[src/rtl/keypad_pkg.sv]
`default_nettype none
// ============================================================================
// Module   : keypad_pkg
// Purpose  : Shared types and constants for the 4x4 keypad scanner and its
//            downstream debouncer.
// Contents : scan_state_t      - scanner FSM states (SCAN, HOLD)
//            COL_RESET         - column drive after reset (column 0 low)
//            DEFAULT_*         - default scanner timing parameters
//            lowest_low_row()  - one-hot of the lowest-index low row
// Revision : 1.0  initial release
// ============================================================================
package keypad_pkg;

    typedef enum logic [0:0] {
        SCAN = 1'b0,
        HOLD = 1'b1
    } scan_state_t;

    localparam logic [3:0] COL_RESET               = 4'b1110;
    localparam int         DEFAULT_SCAN_DIV        = 3000;
    localparam int         DEFAULT_RELEASE_SAMPLES = 2;

    // Row 0 has the highest priority when several rows are low together.
    function automatic logic [3:0] lowest_low_row(input logic [3:0] rows);
        logic [3:0] onehot;
        onehot = 4'b0000;
        for (int i = 3; i >= 0; i--) begin
            if (!rows[i]) begin
                onehot = 4'b0000;
                onehot[i] = 1'b1;
            end
        end
        return onehot;
    endfunction

endpackage
`default_nettype wire

[src/rtl/keypad_scanner_sync_2ff.sv]
`default_nettype none
// ============================================================================
// Module   : sync_2ff
// Purpose  : Two-flop synchronizer for a bus of independent, slowly changing
//            asynchronous inputs. Flops reset to all-ones (idle level of the
//            pulled-up keypad rows).
// Ports    : clk    in   clock
//            rst_n  in   synchronous active-low reset
//            d      in   asynchronous input bus [WIDTH]
//            q      out  synchronized bus [WIDTH]
// Revision : 1.0  initial release
// ============================================================================
module sync_2ff #(
    parameter int WIDTH = 4
) (
    input  logic             clk,
    input  logic             rst_n,
    input  logic [WIDTH-1:0] d,
    output logic [WIDTH-1:0] q
);

    logic [WIDTH-1:0] meta;

    always_ff @(posedge clk) begin
        if (!rst_n) begin
            meta <= '1;
            q    <= '1;
        end else begin
            meta <= d;
            q    <= meta;
        end
    end

endmodule
`default_nettype wire

[src/rtl/keypad_scanner.sv]
`default_nettype none
// ============================================================================
// Module   : keypad_scanner
// Purpose  : 4x4 matrix keypad column scanner. Drives one column low at a
//            time, samples the synchronized rows once per dwell period and
//            latches the first key found until it has been seen released for
//            RELEASE_SAMPLES consecutive samples.
// Ports    : clk          in   system clock (3 MHz nominal)
//            rst_n        in   synchronous active-low reset
//            row_n[3:0]   in   keypad rows, active-low, asynchronous
//            col_n[3:0]   out  column drive, active-low, one-hot-low
//            key_pressed  out  raw key-down flag for the debouncer
//            row_idx[3:0] out  one-hot row of held key, 0 when idle
//            col_idx[3:0] out  one-hot column of held key, 0 when idle
// Revision : 1.0  initial release
// ============================================================================
module keypad_scanner
    import keypad_pkg::*;
#(
    parameter int SCAN_DIV        = DEFAULT_SCAN_DIV,
    parameter int RELEASE_SAMPLES = DEFAULT_RELEASE_SAMPLES
) (
    input  logic       clk,
    input  logic       rst_n,
    input  logic [3:0] row_n,
    output logic [3:0] col_n,
    output logic       key_pressed,
    output logic [3:0] row_idx,
    output logic [3:0] col_idx
);

    localparam int DW = $clog2(SCAN_DIV);

    scan_state_t   state;
    logic [DW-1:0] dwell_cnt;
    logic [3:0]    rel_cnt;
    logic [3:0]    rows_s;
    logic          sample_edge;
    logic          any_row_low;
    logic [3:0]    rel_next;
    logic [3:0]    col_next;

    sync_2ff #(
        .WIDTH (4)
    ) u_row_sync (
        .clk   (clk),
        .rst_n (rst_n),
        .d     (row_n),
        .q     (rows_s)
    );

    assign sample_edge = (dwell_cnt == DW'(SCAN_DIV - 1));
    assign any_row_low = (rows_s != 4'hF);
    assign rel_next    = rel_cnt + 4'd1;
    // Rotate the single low bit towards the next higher column.
    assign col_next    = {col_n[2:0], col_n[3]};

    always_ff @(posedge clk) begin
        if (!rst_n) begin
            state       <= SCAN;
            dwell_cnt   <= '0;
            rel_cnt     <= '0;
            col_n       <= COL_RESET;
            key_pressed <= 1'b0;
            row_idx     <= 4'b0000;
            col_idx     <= 4'b0000;
        end else begin
            // The dwell counter free-runs in both states so sample edges keep
            // a fixed cadence across press and release.
            dwell_cnt <= sample_edge ? '0 : dwell_cnt + DW'(1);

            if (sample_edge) begin
                unique case (state)
                    SCAN: begin
                        if (any_row_low) begin
                            state       <= HOLD;
                            key_pressed <= 1'b1;
                            row_idx     <= lowest_low_row(rows_s);
                            col_idx     <= ~col_n;
                            rel_cnt     <= '0;
                        end else begin
                            col_n <= col_next;
                        end
                    end
                    HOLD: begin
                        // Any low row counts as still held; which row is not
                        // re-examined, so the captured indices stay stable.
                        if (any_row_low) begin
                            rel_cnt <= '0;
                        end else if (rel_next == 4'(RELEASE_SAMPLES)) begin
                            state       <= SCAN;
                            key_pressed <= 1'b0;
                            row_idx     <= 4'b0000;
                            col_idx     <= 4'b0000;
                            rel_cnt     <= '0;
                            col_n       <= col_next;
                        end else begin
                            rel_cnt <= rel_next;
                        end
                    end
                    default: state <= SCAN;
                endcase
            end
        end
    end

endmodule
`default_nettype wire

[config.mk]
export PLATFORM = sky130hd
export DESIGN_NAME = keypad_scanner
export DESIGN_NICKNAME = d
export VERILOG_FILES = /design/src/rtl/keypad_pkg.sv /design/src/rtl/keypad_scanner_sync_2ff.sv /design/src/rtl/keypad_scanner.sv
export SDC_FILE = /design/constraint.sdc
export NUM_CORES = 1
export LEC_CHECK = 0
export BUFFER_PORTS_ARGS = -buffer_cell sky130_fd_sc_hd__clkbuf_2
export CAP_MARGIN = 20
export CORE_ASPECT_RATIO = 1.1
export CORE_MARGIN = 1.5
export CORE_UTILIZATION = 55
export DETAILED_ROUTE_END_ITERATION = 8
export MAX_ROUTING_LAYER = met4
export PLACE_DENSITY = 0.83
export SLEW_MARGIN = 0
export SYNTH_ARGS = -nofsm -noshare
export SYNTH_HDL_FRONTEND = slang
export SYNTH_SLANG_ARGS = --single-unit
[constraint.sdc]
create_clock -name clk -period 4.2 [get_ports clk]
set_input_delay 0.63 -clock clk [delete_from_list [all_inputs] [get_ports clk]]
set_output_delay 0.63 -clock clk [all_outputs]
set_load 0.1 [all_outputs]
# Yosys cells after proc, flatten, opt, wreduce, memory -nomap -nowiden
# Cells that the tools add are included.
# totals
ram_bits,0
latch_bits,0
romBits,0
wordCells,51
memories,0
output_inout_bits,13
reg_bits,38
# classes
n_reduce_logical,4
shift,0
n_addsub,2
eq_ne,7
n_bitwise,3
muxes,26
multipliers,0
magnitude_cmp,0
div_mod_pow,0
# ops
op,count
$mux W4,14
$pmux W4 S2,4
$add A12 B1 Y12 const B,1
$eq A12 B12 Y1 const B,1
$reduce_and A4 Y1,2
$mux W1,6
$ne A2 B2 Y1 const B,3
$add A4 B1 Y4 const B,1
$eq A4 B2 Y1 const B,1
$ne A4 B4 Y1 const B,1
$not A4 Y4,1
$pmux W1 S2,2
$ne A2 B1 Y1 const B,1
$not A1 Y1,2
$reduce_and A2 Y1,1
$reduce_or A2 Y1,1

# Longest topological paths before layout
# Gate-level depths: netlist (run 1).
# depth
ltp_word,6
mapped_depth,7
depth_no_buf,6

# Modules after synthesis
# Synthesis (run 1) repeated with hierarchy kept, for this count alone.
# unflattened
cells_unflattened,167
area_unflattened_um2,1632.8
# modules_own_cells
mod,cells_per_inst,instances,area_per_inst_um2
keypad_scanner,151,1,1422.6
sync_2ff,16,1,210.2

# Least setup slack after synthesis (run 1)
# No wires, ideal clock.
# synth_timing
kind,reg-to-reg
from,register rel_cnt[0]
to,register col_n[2]
synth_period_minus_slack_ns,1.819
arrival_ns,1.745
setup_slack_ns,2.381
setup_ns,0.074
path_buffers,0
path_stages_with_launch,7
path_cell_list,dfxtp_1 ha_1 and2_1 a21oi_1 o32a_1 a21oi_1 mux2i_1
# synth_via
elab_chain_cells,4
# synth_lines
item,line_no,source
"start, declared",keypad_scanner.sv:36,logic [3:0] rel_cnt;
"start signal, assigned",keypad_scanner.sv:98,rel_cnt <= rel_next;
$add A4 B1 Y4,keypad_scanner.sv:54,assign rel_next = rel_cnt + 4'd1;
$eq A4 B2 Y1,keypad_scanner.sv:90,end else if (rel_next == 4'(RELEASE_SAMPLES)) begin
$ne A2 B1 Y1 (no line),--,
$reduce_and A4 Y1 (no line),--,
"end signal, assigned",keypad_scanner.sv:82,col_n <= col_next;
"end signal, assigned",keypad_scanner.sv:96,col_n <= col_next;
"end, declared",keypad_scanner.sv:26,"output logic [3:0] col_n,"
# Every way passes these cells.
# A chain may end at the register's enable or synchronous reset.

# Worst setup path after layout (run 1)
# layout_timing
from,register rel_cnt[0]
to,register col_n[0]
# Same word-level chain as after synthesis.

==> results of run 1 <==
==> stage by stage <==
step           utilization [%]  power (mW)  hold slack, ns
6_report                 63.48      0.5890          0.4207
5_1_grt                  63.48      0.6150          0.4329
4_1_cts                  63.48      0.5938          0.4220
3_5_place_dp             61.38      0.4049          0.3936
3_3_place_gp             61.38      0.4034          0.3896
2_1_floorplan                -      0.3975          0.3863
==> worst min-delay path by stage <==
stage	cells past startpoint	slack, ns	endpoint	start
after floorplan	1	0.39	u_row_sync.q[0]	u_row_sync.meta[0]
final	1	0.42	u_row_sync.q[2]	u_row_sync.meta[2]
after detailed placement	1	0.39	u_row_sync.q[2]	u_row_sync.meta[2]
after global routing	2	0.43	u_row_sync.meta[1]	row_n[1]
after CTS	1	0.42	u_row_sync.q[2]	u_row_sync.meta[2]
after global placement	1	0.39	u_row_sync.q[3]	u_row_sync.meta[3]
==> power by group through the flow <==
stage               Combinational [mW]  Clock, mW  Sequential, mW
detailed placement              0.0268          0           0.378
global route                    0.0305      0.213           0.371
finish                          0.0268      0.192           0.370
global placement                0.0256          0           0.378
floorplan                       0.0202          0           0.377
CTS                             0.0269      0.197           0.370
==> cell type report <==
class                      count  area share, %
multi-input combinational    137          45.92
timing repair buffer          18          5.063
clock inverter                 3          1.195
inverter                       3         0.6329
sequential                    38          42.76
clock buffer                   5          2.110
tap                           33          2.321
==> worst max-delay path, delay by kind of cell (launching register included) <==
family                   cells  cell delay, ns
AND/OR/NAND/NOR              1            0.15
multiplexers                 1            0.24
adder cells (fa/ha/maj)      1            0.27
AO/OA/AOI/OAI                3            0.93
flip-flops                   1            0.45
==> cell usage in the layout, fill, tap and decap left out, drive strengths merged, types with 2 or more instances in the layout <==
master / count
a21oi: 10
and3: 6
clkbuf: 23
clkinv: 2
dfxtp: 38
ha: 3
inv: 3
mux2i: 4
nand2: 21
nand2b: 8
nand3: 18
nand4: 3
nor2: 23
o211ai: 2
o21ai: 6
o311ai: 5
xnor2: 2
xor2: 8
==> per-layer routing <==
layer	vias up	track usage (%)	routed length, um
li1	694	-	-
met2	19	35.88	1604
met5	-	-	0
met1	660	26.84	1438
met3	5	7.750	98
met4	0	7.666	34
==> registers in the layout, summed over array words and instances, names as in the netlist <==
signal / count
state: 1
u_row_sync.meta: 4
rel_cnt: 4
col_n: 4
row_idx: 4
key_pressed: 1
dwell_cnt: 12
col_idx: 4
u_row_sync.q: 4
==> cells by family after synthesis <==
group / after synthesis / share of synthesized area, %
compound gates: 33 / 13.59
xor+xnor: 10 / 5.373
fa+ha+maj: 3 / 2.303
buf+inv: 12 / 3.223
flops: 38 / 46.66
mux: 4 / 2.456
simple gates: 87 / 26.40
==> reports/qor.yml, run 1 <==
critical_path:
  timing.rr.start: "rel_cnt[0]"
  cp-startpoint: "rel_cnt[0]"
  worst_path_most_repeated_cell: "a21oi_1"
  required_ns: 4.49
  cp_cell_sequence: "ha_1 > and2_1 > a21oi_1 > o32a_1 > a21oi_1 > mux2i_1"
  worstSetupPathType: "reg2reg"
  cpMaxStageDelayCell: "a21oi_1"
  worst-path-max-fanout: 8
  end_kind: "flip-flop"
  cp-endpoint: "col_n[0]"
  arrival_ns: 2.39
  r2r-end: "col_n[0]"
  ff2ff_setup_slack_ns: 2.10
  critPathLaunchType: "flip-flop"
  cpPeakStageDelay_ns: 0.48
  reg2regPathDepth: 6
power:
  clkPwrFrac_pct: 32.6
  p_sw_mw: 0.1490
  share_comb_of_total_power_pct: 4.5
  p_int_mw: 0.4400
  total_leakage_power_nw: 0.6909
  p_sw_share_pct: 25.29
  sequentialPowerShare_pct: 62.8
  ir_drop_mv: 0.3066
  p_per_area_mw_per_mm2: 331.1
synthesis:
  postSynthAreaPerCell_sq_um: 8.718
  yosys.area.top_type: "dfxtp_1"
  yosys-top-cells-area: "dfxtp_1, nand3_1, nor2_1"
  yosys.cell_count.top_type: "dfxtp_1"
  yosys_warnings: 0
  ys_ff_latch: 38
  synth.distinct_cells: 37
  synth_nets: 196
  async_flop_share_pct: 0
  yosysSeqAreaShare_pct: 46.66
  syn_inst: 187
  synth_area_sq_mm: 0.001630
  synth_edf_count: 0
  yosysTopAreaCellShare_pct: 46.66
  synth_ff_type: "dfxtp_1"
  synth_top_cells_by_count: "dfxtp_1, nor2_1, nand2_1, nand3_1, a21oi_1"
layout:
  fin_nets: 212
  n_fill_cell: 269
  multi_input_area_sq_um: 817.0
  area_growth_pct: 9.133
  design_area_sq_mm: 0.001779
  final-seq-area_sq_um: 760.7
  drive_gt1_share_pct: 13.24
  n_antenna_cell: 0
  final_cell_count_no_fill: 237
clocking:
  cts_hold_buf: 0
  worstSkewPairLatency_ns: 0.35
  clk_pin_slew_ns: 0.12
  cts_tree: "yes"
  cts_buffers: 5
  clk_path_buf_depth: 2
  cts_resized: 0
  h-tree-depth: 2
  clock-root-buffer: "clkbuf_4"
  cts_setup_buffers: 0
  cts_num_sinks: 38
route:
  drtPass1Iterations: 4
  first_iter_violations: 43
  post_drt_wl_per_cell_um: 13.40
  routed_wl_um: 3175
  vias: 1378
  via_per_inst: 5.814
  ant_nets: 0
  drc: 0
placed_design:
  pre_cts_ws_ns: 2.070
  portBuffers: 18
  dp_hpwl_um: 2248
  placedCellCount: 229
  postPlaceCellArea_sq_mm: 0.001720
  globalplace.congestion: 0.8099
floorplanning:
  core-area_sq_mm: 0.002803
  die_w_um: 54.91
  dieArea_sq_mm: 0.003300
  start_util_pct: 58.17
  io_pins: 19
  die_y_um: 60.10
  rows: 20
sta:
  finalHoldViolations: 0
  fmax_ghz: 0.4764
  fin_crit_ns: 2.099
  rsz0062_at_grt: "false"
  worstMarginPinSlew_ns: 0.6028
  post-route-period-util_pct: 49.97
  finalMaxSlewViolations: 0
  slew_headroom_pct: 59.70
  fin_tns_setup_ns: 0
  finClkSkew_ns: 0.01649
  setup_viol: 0
  setup_ws_ns: 2.101
flow_run:
  cap_violations: 0
global_route:
  grt_pass1_wl_um: 5264
  first_global_vias: 1236
  overflow: 0
  antenna_found_initial: 0
  grt_max_degree: 33
  grt_use_total_pct: 22.75
min_path:
  hold_path_class: "reg2reg"
run_status:
  status: "finished clean"
Power figures use the tool's default switching activity.
==> run 2, diff against run 1 <==
Settings changed: CORE_UTILIZATION 55 to 51, PLACE_DENSITY 0.83 to 0.81.
Clock period 4.2 ns to 1.8 ns, I/O delays scaled along.
==> reports/qor.yml, run 2 (synthesis results as in run 1) <==
run_status:
  status: "finished clean"
floorplanning:
  start_util_pct: 53.49
  die_y_um: 62.30
  dieArea_sq_mm: 0.003545
  io_pins: 19
  rows: 21
  core-area_sq_mm: 0.003048
  die_w_um: 56.91
power:
  power_mw: 1.402
  share_comb_of_total_power_pct: 5.7
  sequentialPowerShare_pct: 61.4
  p_int_mw: 1.072
  p_sw_share_pct: 23.55
  p_per_area_mw_per_mm2: 717.8
  p_sw_mw: 0.3301
  total_leakage_power_nw: 0.7862
  clkPwrFrac_pct: 32.9
  ir_drop_mv: 0.7080
critical_path:
  required_ns: 2.06
  cp-startpoint: "rel_cnt[0]"
  worst-path-max-fanout: 6
  end_kind: "flip-flop"
  reg2regPathDepth: 7
  r2r-end: "row_idx[1]"
  timing.rr.start: "rel_cnt[0]"
  arrival_ns: 2.02
  ff2ff_setup_slack_ns: 0.04
  critPathLaunchType: "flip-flop"
  worstSetupPathType: "reg2reg"
route:
  ant_nets: 0
  via_per_inst: 5.745
  drc: 0
  post_drt_wl_per_cell_um: 13.46
  first_iter_violations: 49
  routed_wl_um: 3378
  vias: 1442
  drtPass1Iterations: 4
sta:
  finalMaxSlewViolations: 0
  setup_viol: 0
  rsz0062_at_grt: "true"
  finalHoldViolations: 0
  whs_ns: 0.09583
  finClkSkew_ns: 0.009454
  post-route-period-util_pct: 97.69
  slew_headroom_pct: 64.16
  fmax_ghz: 0.5687
  fin_crit_ns: 1.758
  worstMarginPinSlew_ns: 0.5399
clocking:
  cts_buffers: 5
  worstSkewPairLatency_ns: 0.35
  cts_tree: "yes"
  h-tree-depth: 2
  clk_path_buf_depth: 2
  clk_pin_slew_ns: 0.11
  clock-root-buffer: "clkbuf_4"
  cts_hold_buf: 0
  cts_num_sinks: 38
layout:
  final_common_cell: "dfxtp_1"
  area_growth_pct: 19.80
  fin_nets: 225
  final_cell_mix: "dfxtp_1, nor2_1, nand2_1, clkbuf_2, nand3_1"
  largest_reg_flops: 12
  final_util_pct: 64.08
  drive_gt1_share_pct: 24.42
  max_flop_register: "dwell_cnt"
  n_antenna_cell: 0
global_route:
  antenna_found_initial: 0
  grt_use_total_pct: 20.37
  grt_max_degree: 24
  grt_pass1_wl_um: 5568
  first_global_vias: 1324
  overflow: 0
min_path:
  hold_path_class: "in2reg"
  min_to: "u_row_sync.meta[0]"
  min-delay-start: "row_n[0]"
  holdPathStages: 2
flow_run:
  cap_violations: 0
placed_design:
  dp_hpwl_um: 2222
  globalplace.congestion: 0.7564
  portBuffers: 18
==> run 2: critical path, cell delays in order, from the launching register on <==
cell and delay [ns]:
dfxtp_4 0.38, ha_1 0.22, and2_1 0.17, a21oi_2 0.13, o32a_1 0.25, nor2_1 0.07
buf_4 0.17, o311ai_2 0.28
==> run 2: worst max path at each step <==
stage	end	slack, ns	cells after the start
global placement	rel_cnt[3]	0.10	6
detailed placement	row_idx[1]	0.007	7
floorplan	rel_cnt[3]	0.002	7
CTS	row_idx[1]	0.007	7
global route	row_idx[1]	-0.03	7
finish	row_idx[1]	0.04	7
==> run 2: final cells by class <==
class                           count  area, sq um
Clock inverter                      1        5.005
Timing Repair Buffer               31        187.7
Clock buffer                        7        55.05
Fill cell                         259         1095
Inverter                            3        11.26
Multi-Input combinational cell    137        884.6
Tap cell                           34        42.54
Sequential cell                    38        767.0
==> run 2: power by group through the flow <==
| stage | clock network [mW] | logic (mW) | registers (mW) |
|---|---|---|---|
| finish | 0.461 | 0.0805 | 0.861 |
| CTS | 0.468 | 0.0762 | 0.862 |
| floorplan | 0 | 0.0471 | 0.880 |
| global placement | 0 | 0.0748 | 0.880 |
| global route | 0.512 | 0.0895 | 0.863 |
| detailed placement | 0 | 0.0756 | 0.881 |
==> run 2: metrics by stage <==
stage | setup WS [ns] | cells | TNS [ns] | instance area (sq um)
after floorplan | 0.002270 | 187 | 0 | 1634
after global placement | 0.1039 | 242 | 0 | 1815
after detailed placement | 0.007119 | 242 | 0 | 1815
after CTS | 0.007383 | 250 | 0 | 1876
after global routing | -0.03140 | 251 | -0.1291 | 1953
final | 0.04165 | 251 | 0 | 1953
==> run 2: repair_timing <==
item | CTS | global route
setup endpoints to repair | 0 | 25
resized for setup | 0 | 20
setup buffers | 0 | 1
==> run 2: layer usage <==
layer / vias to the layer above / track usage (%) / part of all wire, %
met5: - / - / 0
met2: 30 / 33.33 / 51
met1: 682 / 22.96 / 42
met3: 7 / 6.458 / 4.2
met4: 0 / 7.849 / 2.1
li1: 723 / - / -
